$ cat src/rtl/digit_demux_loader.sv
// ============================================================================
// digit_demux_loader
// ----------------------------------------------------------------------------
// Write port for the 7-segment digit bank. A valid/ready stream of DATA_W-bit
// nibbles is written in order into DIGITS digit slots. Slot 0 is written
// first. A frame ends after DIGITS beats, or earlier on a beat that carries
// i_wr_last. The end of a frame gives a one-cycle COMMIT state, in which
// o_frame_done is high and o_wr_ready is low.
//
// Optional feature macro: DIGIT_SHADOW_EN
//   defined   : beats go to a shadow bank. The visible bank (o_dig_flat) is
//               copied from the shadow bank in one step during COMMIT.
//   undefined : beats write the visible bank directly.
//
// Ports
//   i_clk          system clock, rising edge
//   i_rst          asynchronous, active-high reset
//   i_wr_data      nibble to store
//   i_wr_valid     i_wr_data is valid
//   i_wr_last      final beat of the frame (sampled on accepted beats only)
//   o_wr_ready     loader can accept a beat this cycle
//   i_clear        synchronous clear of all storage and the pointer
//   o_dig_flat     digit i at [i*DATA_W +: DATA_W]
//   o_wr_ptr       index of the next slot to be written
//   o_frame_done   one-cycle pulse on frame completion
// ============================================================================
module digit_demux_loader #(
    parameter int DATA_W = 4,
    parameter int DIGITS = 8,
    localparam int PTR_W = (DIGITS > 1) ? $clog2(DIGITS) : 1
) (
    input  logic                     i_clk,
    input  logic                     i_rst,
    input  logic [DATA_W-1:0]        i_wr_data,
    input  logic                     i_wr_valid,
    input  logic                     i_wr_last,
    output logic                     o_wr_ready,
    input  logic                     i_clear,
    output logic [DIGITS*DATA_W-1:0] o_dig_flat,
    output logic [PTR_W-1:0]         o_wr_ptr,
    output logic                     o_frame_done
);

    localparam logic [PTR_W-1:0] LAST_PTR = PTR_W'(DIGITS - 1);

    typedef enum logic [1:0] {
        S_IDLE   = 2'd0,
        S_FILL   = 2'd1,
        S_COMMIT = 2'd2
    } state_t;

    state_t            r_state;
    state_t            w_state_nxt;
    logic [PTR_W-1:0]  r_ptr;
    logic [PTR_W-1:0]  w_ptr_nxt;
    logic              r_alive;
    logic              w_ready;
    logic              w_accept;
    logic              w_frame_end;
    logic              w_done;

    // r_alive holds o_wr_ready low until the first edge after reset release.
    always_ff @(posedge i_clk or posedge i_rst) begin
        if (i_rst) begin
            r_state <= S_IDLE;
            r_ptr   <= '0;
            r_alive <= 1'b0;
        end else begin
            r_state <= w_state_nxt;
            r_ptr   <= w_ptr_nxt;
            r_alive <= 1'b1;
        end
    end

    always_comb begin
        w_state_nxt = r_state;
        w_ptr_nxt   = r_ptr;
        w_ready     = 1'b0;
        w_done      = 1'b0;
        w_accept    = 1'b0;
        w_frame_end = 1'b0;

        case (r_state)
            S_IDLE, S_FILL: w_ready = r_alive && !i_clear;
            // A clear that arrives in the COMMIT cycle cancels the pulse.
            S_COMMIT:       w_done  = !i_clear;
            default:        ;
        endcase

        w_accept    = i_wr_valid && w_ready;
        w_frame_end = w_accept && (i_wr_last || (r_ptr == LAST_PTR));

        if (i_clear) begin
            w_state_nxt = S_IDLE;
            w_ptr_nxt   = '0;
        end else begin
            case (r_state)
                S_IDLE, S_FILL: begin
                    if (w_frame_end) begin
                        // The pointer goes back to 0 on the final beat so it
                        // never reaches DIGITS.
                        w_state_nxt = S_COMMIT;
                        w_ptr_nxt   = '0;
                    end else if (w_accept) begin
                        w_state_nxt = S_FILL;
                        w_ptr_nxt   = r_ptr + 1'b1;
                    end
                end
                S_COMMIT: begin
                    w_state_nxt = S_IDLE;
                    w_ptr_nxt   = '0;
                end
                default: begin
                    w_state_nxt = S_IDLE;
                    w_ptr_nxt   = '0;
                end
            endcase
        end
    end

    // Digit storage
    logic [DATA_W-1:0] r_vis [DIGITS];

`ifdef DIGIT_SHADOW_EN
    logic [DATA_W-1:0] r_shadow [DIGITS];

    // Slots not written in this frame keep their old shadow value, so that
    // value goes into the copy.
    always_ff @(posedge i_clk or posedge i_rst) begin
        if (i_rst) begin
            for (int i = 0; i < DIGITS; i++) begin
                r_shadow[i] <= '0;
                r_vis[i]    <= '0;
            end
        end else if (i_clear) begin
            for (int i = 0; i < DIGITS; i++) begin
                r_shadow[i] <= '0;
                r_vis[i]    <= '0;
            end
        end else begin
            if (w_accept) begin
                r_shadow[r_ptr] <= i_wr_data;
            end
            if (r_state == S_COMMIT) begin
                for (int i = 0; i < DIGITS; i++) begin
                    r_vis[i] <= r_shadow[i];
                end
            end
        end
    end
`else
    always_ff @(posedge i_clk or posedge i_rst) begin
        if (i_rst) begin
            for (int i = 0; i < DIGITS; i++) begin
                r_vis[i] <= '0;
            end
        end else if (i_clear) begin
            for (int i = 0; i < DIGITS; i++) begin
                r_vis[i] <= '0;
            end
        end else if (w_accept) begin
            r_vis[r_ptr] <= i_wr_data;
        end
    end
`endif

    for (genvar g = 0; g < DIGITS; g++) begin : g_flat
        assign o_dig_flat[g*DATA_W +: DATA_W] = r_vis[g];
    end

    assign o_wr_ready   = w_ready;
    assign o_wr_ptr     = r_ptr;
    assign o_frame_done = w_done;

endmodule

$ cat config.mk
export PLATFORM = sky130hd
export DESIGN_NAME = digit_demux_loader
export DESIGN_NICKNAME = d
export VERILOG_FILES = /design/src/rtl/digit_demux_loader.sv
export SDC_FILE = /design/constraint.sdc
export NUM_CORES = 1
export LEC_CHECK = 0
export BUFFER_PORTS_ARGS = -buffer_cell sky130_fd_sc_hd__buf_4
export CAP_MARGIN = 5
export CORE_UTILIZATION = 40
export DETAILED_ROUTE_END_ITERATION = 16
export PLACE_DENSITY = 0.68
export RECOVER_POWER = 50
export SLEW_MARGIN = 20
export SYNTH_ARGS = -nofsm -noshare
export SYNTH_HDL_FRONTEND = slang
export SYNTH_SLANG_ARGS = --single-unit
$ cat constraint.sdc
create_clock -name i_clk -period 1.5 [get_ports i_clk]
set_input_delay 0.225 -clock i_clk [delete_from_list [all_inputs] [get_ports i_clk]]
set_output_delay 0.225 -clock i_clk [all_outputs]
set_load 0.05 [all_outputs]
==> metrics <==
# clock sinks=38; initial core utilization=a little over two fifths; vias=approximately 1.4k; worst hold path class=primary input to register; placement row count=23; # DRC=0; Post-CTS Setup Inserts=0; ys async rst share=between 90% and 100%; Slew HR=between 30% and 40%; Post-Syn Nets=175; WL per Instance=roughly 16 µm; I/O Pins=between 40 and 50; Port Buf Inserts=45; status=finished, final reports clean; Synth Instances=between 150 and 200; gpl congestion=about 0.76; f_max=between 600 and 700 MHz; proportion of layout cells with a drive suffix above 1=about 34%; CTS tree=yes; drt pass-1 iters=4; Yosys warnings=0; Peak VDD IR=0.494 mV; pre-CTS WS=-0.0189 ns; die height=about 70 µm; Finished Cell Area=between 2000 and 2500 µm²; DRT iter0 DRCs=between 70 and 80; setup TNS=0 ns; CORE AREA=4140 µm²; Worst Skew=0.00289 ns; gr ovfl total=0; sequential share of the synthesized area=around 53%; Reg clk slew, reported paths=roughly 0.07 ns; Finish-stage setup viols=0; Synth Cell Area=1790 µm²; Post-CTS Resized=2; period utilisation layout=between 90% and 100%; final critical-path setup slack=slightly below 0.05 ns; Psw=0.441 mW; CP Capture Type=register; kind of critical path=register to register; wirelength, routed=roughly 4.3 mm; sw frac=between 20% and 30%; CTS Buffer Depth=2; worst-margin pin slew=between 0.9 and 1 ns; Vias per Instance=between 5 and 6; largest net degree at the start of global routing=39; Root Driver=clkbuf_8; clk_lat worst skew=around 0.28 ns; fin crit period=around 1.5 ns; Area after DPL=between 2000 and 2500 µm²; Clk network pwr share=a little over a third; final hold violations=0; Worst Path Required=1.71 ns; Total Routing Usage GR=20.8%; Hold WS=0.201 ns; diode count=0; Lkg Pwr=approximately 1.2 nW; Max Slew Vio Count=0; synthesized flop and latch total=38; Post-DRT Antenna Nets=0; H-tree levels=2; Post-synth EDFFs=0; startpoint types=register; hpwl dp=about 3.1 mm; initial antenna violation count=0; Nets=approximately 220; part of the power in registers=55.1%; CTS Hold Bufs=0; die width=between 60 and 70 µm; crit path DAT=~1.7 ns; Synth Flop Type=dfrtp_1; Critical Path Fanout Max=9; Die Area=between 4000 and 5000 µm²; Syn-to-layout area delta=26.7%; RSZ-0062 raised after global routing=no; pwr dens=around 830 nW/µm²; PnR Total Power=1.89 mW; post-synth cell types=29; Combinational Power Share=approximately a tenth; number of global-route vias before repair=between 1k and 1.5k; Internal Power=1.45 mW; # Max-Cap Violations=0; TritonCTS buffer count=5; first-pass GRT wire length=roughly 7 mm; Syn Area/Cell=approximately 11 µm²
-- routing by layer --
| layer | wire length [µm] | global-route usage (%) | part of all wire (%) | vias up |
|---|---|---|---|---|
| met2 | 2180 | 35.0 | 51 | 50 |
| met3 | 259 | 5.59 | 6.0 | 6 |
| li1 | - | - | - | 676 |
| met1 | 1800 | 25.6 | 42 | 707 |
| met5 | 0 | 0 | 0 | - |
| met4 | 48 | 7.14 | 1.1 | 0 |
-- per-stage QoR --
stage | instances | util (%)
floorplan | 164 | -
global placement | 256 | 53.4
detailed placement | 256 | 53.4
CTS | 262 | 55.6
global route | 262 | 54.7
finish | 262 | 54.7
-- power by group through the flow --
stage	combinational (mW)	sequential (mW)	clock [mW]
after floorplan	0.0877	1.08	0
after global placement	0.173	1.06	0
after detailed placement	0.179	1.06	0
after CTS	0.180	1.04	0.698
after global routing	0.194	1.04	0.749
final	0.177	1.04	0.673
-- worst paths after layout --
kind / cells after the start / slack, ns / start / to
setup / recovery: 4 / 0.05 / o_wr_ptr[0] / o_dig_flat[16]
hold / removal: 3 / 0.20 / i_wr_last / r_state[1]
setup reg to reg: 4 / 0.05 / o_wr_ptr[0] / o_dig_flat[16]
hold reg to reg: 1 / 0.51 / r_state[0] / r_state[0]
max in group asynchronous: 3 / 0.63 / i_rst / o_wr_ptr[0]
min in group asynchronous: 3 / 0.24 / i_rst / o_dig_flat[4]
-- critical path, cell delays in order (launching register included) --
cell and delay [ns]:
dfrtp_2 0.47, buf_4 0.18, nor3b_1 0.42, nand3_1 0.16, a21oi_1 0.15
-- registers in the layout, indices dropped and copies added, names as in the netlist --
register    flops
o_dig_flat     32
o_wr_ptr        3
r_state         2
r_alive         1
-- cells by family (layout without fill, tap and decap cells) --
family	after synthesis	in the layout	share of synthesized area, %
compound gates	36	36	10.8
flops	38	38	53.1
mux	17	17	9.57
simple gates	55	55	20.8
fa+ha+maj	2	2	1.40
buf+inv	15	63	4.12
other cells	1	1	0.209
-- synth_stat cells, drive strengths merged (2+ instances only) --
library cell   n  area [µm²]
nor3b          3        22.5
clkbuf        10        37.5
ha             2        25.0
nand3         17        85.1
or4b           2        20.0
nand2b        20         125
buf            4        32.5
o21ai         16        80.1
a22o           2        17.5
and3b          2        17.5
nor2           2        7.51
mux2i         16         160
dfrtp         38         951
nand3b         2        15.0
a21oi         16        80.1
-- layout make-up --
type	instances	area, µm²
clock buffer	6	82.6
fill	391	1880
inverter	1	3.75
multi-input combinational	111	790
sequential	38	955
tap	50	62.6
timing repair buffer	56	375
-- layout by cell type (no fill, tap or decap), types with 2 or more instances in the layout --
cell type,count
and3b_1,2
or4b_4,2
ha_1,2
a21oi_1,16
buf_4,37
nand3b_1,2
dfrtp_1,35
nor3b_1,2
clkbuf_8,6
nor2_1,2
o21ai_1,15
dfrtp_2,3
nand3_1,17
mux2i_1,16
a22o_1,2
clkbuf_2,18
nand2b_1,20
Note: power is estimated with default switching activity, not from simulation.
